**config.mk**
```make
export PLATFORM = sky130hd
export DESIGN_NAME = umtrx_rx_arbiter
export DESIGN_NICKNAME = d
export VERILOG_FILES = /design/src/rtl/umtrx_rx_arb_pkg.sv /design/src/rtl/umtrx_rr_pick.sv /design/src/rtl/umtrx_rx_arbiter.sv
export SDC_FILE = /design/constraint.sdc
export NUM_CORES = 1
export LEC_CHECK = 0
export BUFFER_PORTS_ARGS = -buffer_cell sky130_fd_sc_hd__buf_2
export CAP_MARGIN = 20
export CORE_AREA = 2 2 62 64
export DETAILED_ROUTE_END_ITERATION = 10
export DIE_AREA = 0 0 64 66
export PLACE_DENSITY = 0.79
export SLEW_MARGIN = 10
export SYNTH_ARGS = -nofsm -noshare
export SYNTH_HDL_FRONTEND = slang
export SYNTH_SLANG_ARGS = --single-unit
```
**constraint.sdc**
```tcl
create_clock -name sys_clk -period 3.9 [get_ports sys_clk]
set_input_delay 0.585 -clock sys_clk [delete_from_list [all_inputs] [get_ports sys_clk]]
set_output_delay 0.585 -clock sys_clk [all_outputs]
set_load 0.01 [all_outputs]
```
**src/rtl/umtrx_rx_arb_pkg.sv**
```systemverilog
// Shared types and constants for the UmTRX RX packet arbiter.
package umtrx_rx_arb_pkg;

  typedef enum logic {
    IDLE = 1'b0,
    PASS = 1'b1
  } arb_state_t;

  localparam int VITA_W     = 36;
  localparam int SOF_BIT    = 32;
  localparam int EOF_BIT    = 33;
  localparam int MAX_CHAINS = 4;

endpackage

```
**src/rtl/umtrx_rr_pick.sv**
```systemverilog
// Rotate-priority encoder: first asserted req searching upward from last+1,
// wrapping modulo NUM_CHAINS.
module umtrx_rr_pick
  import umtrx_rx_arb_pkg::*;
#(
  parameter int NUM_CHAINS = 2
) (
  input  logic [NUM_CHAINS-1:0] req,
  input  logic [1:0]            last,
  output logic [1:0]            pick,
  output logic                  any
);

  logic [MAX_CHAINS-1:0] req_pad;
  logic [1:0]            idx;

  generate
    for (genvar gi = 0; gi < MAX_CHAINS; gi++) begin : g_pad
      if (gi < NUM_CHAINS) begin : g_live
        assign req_pad[gi] = req[gi];
      end else begin : g_dead
        assign req_pad[gi] = 1'b0;
      end
    end
  endgenerate

  // Walk from the farthest offset down so the nearest requester wins last.
  always_comb begin
    pick = '0;
    any  = 1'b0;
    idx  = '0;
    for (int k = NUM_CHAINS; k >= 1; k--) begin
      idx = 2'((int'(last) + k) % NUM_CHAINS);
      if (req_pad[idx]) begin
        pick = idx;
        any  = 1'b1;
      end
    end
  end

endmodule

```
**src/rtl/umtrx_rx_arbiter.sv**
```systemverilog
// Packet-granular round-robin merge of RX chain VITA streams onto one path.
// Optional per-chain packet counters when UMTRX_RX_ARB_STATS_EN is defined.
module umtrx_rx_arbiter
  import umtrx_rx_arb_pkg::*;
#(
  parameter int                    NUM_CHAINS   = 2,
  parameter int                    BASE         = 0,
  parameter logic [NUM_CHAINS-1:0] DEFAULT_MASK = '1
) (
  input  logic                         sys_clk,
  input  logic                         sys_rst,
  input  logic                         set_stb,
  input  logic [7:0]                   set_addr,
  input  logic [31:0]                  set_data,
  input  logic [VITA_W*NUM_CHAINS-1:0] in_data,
  input  logic [NUM_CHAINS-1:0]        in_valid,
  output logic [NUM_CHAINS-1:0]        in_ready,
  output logic [VITA_W-1:0]            out_data,
  output logic                         out_valid,
  input  logic                         out_ready,
  output logic [1:0]                   cur_chain,
  output logic                         busy
`ifdef UMTRX_RX_ARB_STATS_EN
  ,
  input  logic [1:0]                   rb_sel,
  output logic [31:0]                  rb_data
`endif
);

  arb_state_t            state_reg, state_next;
  logic [1:0]            sel_reg, sel_next;
  logic [1:0]            last_reg, last_next;
  logic [NUM_CHAINS-1:0] mask_reg;
  logic [NUM_CHAINS-1:0] eligible;
  logic [1:0]            pick_idx;
  logic                  pick_any;
  logic                  mask_wr;
  logic                  eof_xfer;
  logic                  unused_set;

  logic [VITA_W-1:0]     chain_data [MAX_CHAINS];
  logic [MAX_CHAINS-1:0] valid_pad;

  // Padding to MAX_CHAINS lets a 2-bit select index every table directly.
  generate
    for (genvar gi = 0; gi < MAX_CHAINS; gi++) begin : g_chain
      if (gi < NUM_CHAINS) begin : g_live
        assign chain_data[gi] = in_data[gi*VITA_W +: VITA_W];
        assign valid_pad[gi]  = in_valid[gi];
      end else begin : g_dead
        assign chain_data[gi] = '0;
        assign valid_pad[gi]  = 1'b0;
      end
    end
  endgenerate

  assign eligible   = in_valid & mask_reg;
  assign mask_wr    = set_stb && (set_addr == 8'(BASE));
  assign unused_set = ^set_data;
  assign eof_xfer   = (state_reg == PASS) && valid_pad[sel_reg] && out_ready
                      && chain_data[sel_reg][EOF_BIT];

  umtrx_rr_pick #(
    .NUM_CHAINS(NUM_CHAINS)
  ) u_pick (
    .req  (eligible),
    .last (last_reg),
    .pick (pick_idx),
    .any  (pick_any)
  );

  always_comb begin
    state_next = state_reg;
    sel_next   = sel_reg;
    last_next  = last_reg;
    out_valid  = 1'b0;
    out_data   = '0;
    in_ready   = '0;
    case (state_reg)
      IDLE: begin
        if (pick_any) begin
          sel_next   = pick_idx;
          state_next = PASS;
        end
      end
      PASS: begin
        out_data  = chain_data[sel_reg];
        out_valid = valid_pad[sel_reg];
        for (int i = 0; i < NUM_CHAINS; i++) begin
          if (sel_reg == 2'(i)) in_ready[i] = out_ready;
        end
        if (eof_xfer) begin
          last_next  = sel_reg;
          state_next = IDLE;
        end
      end
      default: state_next = IDLE;
    endcase
  end

  always_ff @(posedge sys_clk) begin
    if (sys_rst) begin
      state_reg <= IDLE;
      sel_reg   <= '0;
      last_reg  <= 2'(NUM_CHAINS - 1);
      mask_reg  <= DEFAULT_MASK;
    end else begin
      state_reg <= state_next;
      sel_reg   <= sel_next;
      last_reg  <= last_next;
      if (mask_wr) mask_reg <= set_data[NUM_CHAINS-1:0];
    end
  end

  assign cur_chain = sel_reg;
  assign busy      = (state_reg == PASS);

`ifdef UMTRX_RX_ARB_STATS_EN
  logic        clr_wr;
  logic [31:0] pkt_cnt_reg [MAX_CHAINS];
  logic [31:0] rb_data_reg;

  assign clr_wr = set_stb && (set_addr == 8'(BASE + 1));

  always_ff @(posedge sys_clk) begin
    if (sys_rst || clr_wr) begin
      for (int k = 0; k < MAX_CHAINS; k++) pkt_cnt_reg[k] <= '0;
    end else begin
      for (int k = 0; k < MAX_CHAINS; k++) begin
        if (k < NUM_CHAINS && eof_xfer && sel_reg == 2'(k))
          pkt_cnt_reg[k] <= pkt_cnt_reg[k] + 32'd1;
      end
    end
  end

  always_ff @(posedge sys_clk) begin
    if (sys_rst) rb_data_reg <= '0;
    else         rb_data_reg <= pkt_cnt_reg[rb_sel];
  end

  assign rb_data = rb_data_reg;
`endif

endmodule

```
==> results of run 1 <==
report_power, final:
part,internal [mW],switching [mW],total (mW)
Sequential,0.0533,0.0156,0.0689
Clock,0.0386,0.0202,0.0588
Combinational,0.0907,0.0631,0.154
stage by stage:
step                      hold WS (ps)  instances  utilization [%]  cell area, um2
after global placement           455.0        286            44.93            1595
after detailed placement         460.4        286            44.93            1595
after CTS                        479.5        290            45.67            1622
after floorplan                  443.2        118                -           924.6
after global routing             513.2        290            45.67            1622
final                            471.1        290            45.67            1622
area by class of cell:
type,instances,area (um2)
Fill cell,371,1929
Multi-Input combinational cell,101,770.7
Timing Repair Buffer,130,655.6
Sequential cell,5,101.3
Tap cell,48,60.06
Clock buffer,4,26.28
Inverter,2,7.507
worst max-delay path, delay by kind of cell (launching register included):
family / cells / cell delay, ps
flip-flops: 1 / 980
buffers and inverters: 2 / 440
AND/OR/NAND/NOR: 1 / 60
multiplexers: 1 / 210
cell families after synthesis:
group	count (synthesis)	synth area share, %
muxes	37	40.05
and+or+nand+nor	52	34.24
buffers and inverters	12	5.820
DFF	5	10.83
other	1	0.4056
AOI/OAI and AO/OA	11	8.660
worst paths after layout:
path	startpoint	end	depth (start not counted)
max	cur_chain[0]	out_data[16]	4
min	mask_reg[1]	mask_reg[1]	2
max reg2reg	cur_chain[0]	busy	3
min reg2reg	mask_reg[1]	mask_reg[1]	2
layer usage:
layer / GRT usage [%] / share of wire, % / vias up
li1: - / - / 658
met1: 13.16 / 37 / 566
met2: 26.17 / 55 / 64
met3: 3.066 / 8.4 / 2
met4: 3.261 / 0.17 / 0
met5: 0 / 0 / -
cell usage in the layout (no fill, tap or decap), types with 2 or more instances in the layout:
cell	synthesis	final
sky130_fd_sc_hd__a21oi_1	3	3
sky130_fd_sc_hd__buf_2	4	128
sky130_fd_sc_hd__buf_4	1	2
sky130_fd_sc_hd__clkbuf_4	0	3
sky130_fd_sc_hd__dfxtp_1	5	4
sky130_fd_sc_hd__inv_1	2	2
sky130_fd_sc_hd__mux2i_1	37	37
sky130_fd_sc_hd__nand2_1	4	4
sky130_fd_sc_hd__nor2_1	2	2
sky130_fd_sc_hd__nor2b_1	37	37
sky130_fd_sc_hd__nor3_1	2	2
sky130_fd_sc_hd__o31ai_1	2	2
synthesized netlist by cell type:
master / count / area, um2
sky130_fd_sc_hd__o41a_1: 1 / 11.26
sky130_fd_sc_hd__conb_1: 1 / 3.750
sky130_fd_sc_hd__dfxtp_1: 5 / 100.1
sky130_fd_sc_hd__a21oi_1: 3 / 15.01
sky130_fd_sc_hd__nand4b_1: 1 / 8.760
sky130_fd_sc_hd__or3_1: 1 / 6.260
sky130_fd_sc_hd__nand4_1: 1 / 6.260
sky130_fd_sc_hd__a311o_1: 1 / 10.01
sky130_fd_sc_hd__or2_2: 1 / 6.260
sky130_fd_sc_hd__mux2i_1: 37 / 370.4
sky130_fd_sc_hd__buf_4: 1 / 7.510
sky130_fd_sc_hd__o31a_1: 1 / 8.760
sky130_fd_sc_hd__nor2b_1: 37 / 231.5
sky130_fd_sc_hd__clkbuf_1: 5 / 18.77
sky130_fd_sc_hd__o31ai_1: 2 / 15.01
sky130_fd_sc_hd__nand2_1: 4 / 15.01
sky130_fd_sc_hd__or4b_4: 1 / 13.76
sky130_fd_sc_hd__nor3_1: 2 / 10.01
sky130_fd_sc_hd__buf_2: 4 / 20.02
sky130_fd_sc_hd__nor2_1: 2 / 7.510
sky130_fd_sc_hd__nand3_1: 1 / 5.000
sky130_fd_sc_hd__o21ai_0: 1 / 5.000
sky130_fd_sc_hd__a211oi_1: 1 / 7.510
sky130_fd_sc_hd__inv_1: 2 / 7.510
sky130_fd_sc_hd__and3_1: 1 / 6.260
sky130_fd_sc_hd__a21o_1: 1 / 7.510
==> impl_metrics.env, run 1 <==
export IMPL_status="finished clean"
export IMPL_yosysSeqAreaShare_pct=10.83
export IMPL_crit_slowest_cell="sky130_fd_sc_hd__dfxtp_2"
export IMPL_top_level_ports=160
export IMPL_post_cts_hold_buffer_count=0
export IMPL_drv_slew=0
export IMPL_antenna_cells_inserted=0
export IMPL_clock_tree_buffer_depth=2
export IMPL_wl_per_cell_um=10.35
export IMPL_drt_first_iter_violations=22
export IMPL_drcViolationCount=0
export IMPL_max_slew_worst_pin_slew_ps=1020
export IMPL_drt_first_pass_iters=4
export IMPL_synth_nets=236
export IMPL_tritoncts="yes"
export IMPL_endpoint_kind="output port"
export IMPL_placeableCoreArea_um2=3551
export IMPL_cts_buffers=3
export IMPL_yosysWarnings=0
export IMPL_setup_viol_count_final=0
export IMPL_period_share_pct=65.27
export IMPL_hold_path_class="reg -> reg"
export IMPL_yosys_register_bits=5
export IMPL_portBuffers=128
export IMPL_ant_nets=0
export IMPL_required_ps=3310
export IMPL_die_area_um2=4224
export IMPL_power_ir_vdd_worst_v=0.0001460
export IMPL_initial_core_util_pct=26.04
export IMPL_clk_pin_slew_worst_paths_ps=40
export IMPL_number_of_flip_flops_in_the_largest_register=2
export IMPL_cts_sink_count=5
export IMPL_r2r_setup_slack_ps=2110
export IMPL_netlist_area_um2=924.6
export IMPL_max_cap_viol_count=0
export IMPL_layout_nets=361
export IMPL_cts_setup_buffers=0
export IMPL_synthCells=118
export IMPL_clock_root_buffer="sky130_fd_sc_hd__clkbuf_4"
export IMPL_first_global_vias=1199
export IMPL_vias_per_cell=4.448
export IMPL_final_hold_viol_count=0
export IMPL_grt_setup_unrepaired="no"
export IMPL_path_class="reg -> out"
export IMPL_finalWorstPathRequiredPeriod_ps=2545
export IMPL_cts_htree_levels=1
export IMPL_cells_traversed_along_the_worst_timing_path="buf_4 -> mux2i_1 -> nor2b_1 -> buf_2"
export IMPL_worst_ep_arrival_time_ps=1960
export IMPL_power_density_nw_per_um2=173.6
export IMPL_power_leakage_nw=0.8530
export IMPL_routabilityCongestion=0.7562
export IMPL_die_height_um=66
export IMPL_relSlewSlack_pct=31.98
export IMPL_totalNegativeSetupSlack_ps=0
export IMPL_synth_lib_cells_used_distinct=26
export IMPL_routed_via_count=1290
export IMPL_placement_setup_worst_slack_ps=1604
export IMPL_globalRouteTotalUtil_pct=12.97
export IMPL_globalRouteOverflowTotal=0
export IMPL_die_w_um=64
export IMPL_p_total_uw=281.5
export IMPL_drive_gt1_share_pct=56.20
export IMPL_drt_total_wl_um=3001
export IMPL_worstSetupStartpointType="flip-flop"
export IMPL_fp_row_count=22
export IMPL_path_max_fanout=38
export IMPL_final_setup_skew_ps=0.1616
export IMPL_antenna_found_initial=0
export IMPL_worst_skew_pair_late_latency_ps=240
export IMPL_area_delta_synth_final_pct=75.37
export IMPL_timing_fmax_mhz=392.9
export IMPL_grt_start_max_net_pins=39
export IMPL_syn_avg_cell_area_um2=7.836
export IMPL_cpPeakStageDelay_ps=980
export IMPL_postLayoutSetupSlackWorst_ps=1355
export IMPL_detailed_place_hpwl_um=2506
export IMPL_grt_first_pass_wirelength_um=4567
export IMPL_number_of_instances_resized_during_post_cts_repair=0
No activity file was read; power rests on OpenSTA's default activity.
==> inputs of run 2 (changes only) <==
--- a/config.mk
+++ b/config.mk
@@ -5,12 +5,13 @@
 export SDC_FILE = /design/constraint.sdc
 export NUM_CORES = 1
 export LEC_CHECK = 0
+export ABC_AREA = 1
 export BUFFER_PORTS_ARGS = -buffer_cell sky130_fd_sc_hd__buf_2
 export CAP_MARGIN = 20
 export CORE_AREA = 2 2 62 64
 export DETAILED_ROUTE_END_ITERATION = 10
 export DIE_AREA = 0 0 64 66
-export PLACE_DENSITY = 0.79
+export PLACE_DENSITY = 0.76
 export SLEW_MARGIN = 10
 export SYNTH_ARGS = -nofsm -noshare
 export SYNTH_HDL_FRONTEND = slang
==> constraint.sdc (replaced) <==
create_clock -name sys_clk -period 2.6 [get_ports sys_clk]
set_input_delay 0.39 -clock sys_clk [delete_from_list [all_inputs] [get_ports sys_clk]]
set_output_delay 0.39 -clock sys_clk [all_outputs]
set_load 0.01 [all_outputs]
==> impl_metrics.env, run 2 <==
export IMPL_status="finished clean"
export IMPL_synth_main_ff_cell="sky130_fd_sc_hd__dfxtp_1"
export IMPL_number_of_flip_flops_in_the_largest_register=2
export IMPL_cts_htree_levels=1
export IMPL_endpoint_kind="output port"
export IMPL_final_hold_viol_count=0
export IMPL_clk_pin_slew_worst_paths_ps=40
export IMPL_hold_path_class="in -> reg"
export IMPL_top_level_ports=160
export IMPL_max_cap_viol_count=0
export IMPL_layout_cells_most_common="sky130_fd_sc_hd__buf_2"
export IMPL_holdWs_ps=346.5
export IMPL_power_leakage_nw=0.9490
export IMPL_worst_skew_pair_late_latency_ps=240
export IMPL_power_density_nw_per_um2=283.8
export IMPL_globalRouteTotalUtil_pct=15.37
export IMPL_required_ps=2210
export IMPL_cts_sink_count=5
export IMPL_most_common_layout_cells="128 x sky130_fd_sc_hd__buf_2, 75 x sky130_fd_sc_hd__nor2_1, 36 x sky130_fd_sc_hd__o21ai_0"
export IMPL_cts_setup_buffers=0
export IMPL_drt_first_iter_violations=49
export IMPL_p_total_uw=420.8
export IMPL_yosysWarnings=0
export IMPL_relSlewSlack_pct=60.10
export IMPL_syn_avg_cell_area_um2=4.869
export IMPL_routed_via_count=1476
export IMPL_clock_root_buffer="sky130_fd_sc_hd__clkbuf_4"
export IMPL_grt_start_max_net_pins=38
export IMPL_yosys_register_bits=5
export IMPL_clock_tree_buffer_depth=2
export IMPL_cts_buffers=3
export IMPL_area_delta_synth_final_pct=83.44
export IMPL_drv_slew=0
export IMPL_netlist_area_um2=808.3
export IMPL_worst_ep_arrival_time_ps=1660
export IMPL_synth_async_reset_ratio_pct=0
export IMPL_number_of_enable_type_register_cells_in_the_synthesized_netlist=0
export IMPL_die_height_um=66
export IMPL_drt_first_pass_iters=4
export IMPL_antenna_found_initial=0
export IMPL_antenna_cells_inserted=0
export IMPL_die_area_um2=4224
export IMPL_totalNegativeSetupSlack_ps=0
export IMPL_synthCells=166
export IMPL_globalRouteOverflowTotal=0
export IMPL_power_ir_vdd_worst_v=0.0001427
export IMPL_grt_setup_unrepaired="no"
export IMPL_finalWorstPathRequiredPeriod_ps=2047
export IMPL_post_synth_most_frequent_cells="75 x sky130_fd_sc_hd__nor2_1, 36 x sky130_fd_sc_hd__o21ai_0, 12 x sky130_fd_sc_hd__nand2_1, 6 x sky130_fd_sc_hd__inv_1"
export IMPL_ant_nets=0
export IMPL_grt_first_pass_wirelength_um=5326
export IMPL_vias_per_cell=4.393
export IMPL_drcViolationCount=0
export IMPL_tritoncts="yes"
export IMPL_initial_core_util_pct=22.76
export IMPL_synth_nets=284
export IMPL_routabilityCongestion=0.7632
export IMPL_setup_viol_count_final=0
export IMPL_max_slew_worst_pin_slew_ps=597.7
export IMPL_fp_row_count=22
export IMPL_portBuffers=128
export IMPL_drt_total_wl_um=3469
export IMPL_die_w_um=64
export IMPL_path_max_fanout=37
export IMPL_fillCellCount=384
export IMPL_first_global_vias=1275
export IMPL_synthDominantCellAreaShare_pct=34.83
export IMPL_yosysSeqAreaShare_pct=12.38
export IMPL_synth_lib_cells_used_distinct=20
export IMPL_final_setup_skew_ps=2.508
export IMPL_wl_per_cell_um=10.32
export IMPL_drive_gt1_share_pct=48.26
export IMPL_yosys_top_cells_area="sky130_fd_sc_hd__nor2_1 35%, sky130_fd_sc_hd__o21ai_0 22%, sky130_fd_sc_hd__dfxtp_1 12%"
export IMPL_timing_fmax_mhz=488.4
export IMPL_placeableCoreArea_um2=3551
export IMPL_synth_top_area_cell="sky130_fd_sc_hd__nor2_1"
export IMPL_synth_most_common_cell="sky130_fd_sc_hd__nor2_1"
export IMPL_detailed_place_hpwl_um=2787
export IMPL_post_cts_hold_buffer_count=0
export IMPL_worstSetupStartpointType="flip-flop"
export IMPL_layout_nets=407
export IMPL_number_of_instances_resized_during_post_cts_repair=0
export IMPL_path_class="reg -> out"
export IMPL_period_share_pct=78.74
run 2: metrics by stage:
stage | setup slack [ps] | util [%] | area [um2] | instances
CTS | 543.6 | 41.75 | 1483 | 336
global placement | 822.2 | 41.01 | 1456 | 332
global route | 403.6 | 41.75 | 1483 | 336
finish | 552.7 | 41.75 | 1483 | 336
floorplan | 1161 | - | 808.3 | 166
detailed placement | 808.3 | 41.01 | 1456 | 332
run 2: cell type report:
class | count | area [um2] | area share, %
clock buffers | 4 | 26.28 | 1.772
inverters | 8 | 30.03 | 2.025
multi-input cells | 141 | 610.6 | 41.18
flip-flops and latches | 5 | 100.1 | 6.751
well taps | 48 | 60.06 | 4.051
repair buffers | 130 | 655.6 | 44.22
run 2: cells by family after synthesis:
group                  synth area share (%)
buffers and inverters                 12.07
other                                0.4640
AOI/OAI and AO/OA                     25.23
and+or+nand+nor                       49.85
DFF                                   12.38
run 2: path summary, 6_finish.rpt:
kind	from	to	cells after the start	slack [ps]
max reg2reg	cur_chain[0]	busy	6	1030
min	sys_rst	busy	2	350
max	cur_chain[0]	in_ready[1]	3	550
min reg2reg	mask_reg[1]	mask_reg[1]	2	450
run 2: report_power, final:
group / internal [mW] / switching (mW)
Combinational: 0.112 / 0.127
Clock: 0.0581 / 0.0327
Sequential: 0.0803 / 0.0104
run 2: layer usage:
layer	global-route usage [%]	part of all wire (%)	routed length [um]
met1	16.89	41	1428
met2	29.43	48	1680
met3	3.407	9.9	344
met4	4.076	0.43	15
met5	0	0	0
run 2: worst max-delay path, cell delays in order, from the launching register on:
cell and delay, ps:
sky130_fd_sc_hd__dfxtp_1 610, sky130_fd_sc_hd__inv_2 380, sky130_fd_sc_hd__nor3_1 270, sky130_fd_sc_hd__buf_2 170
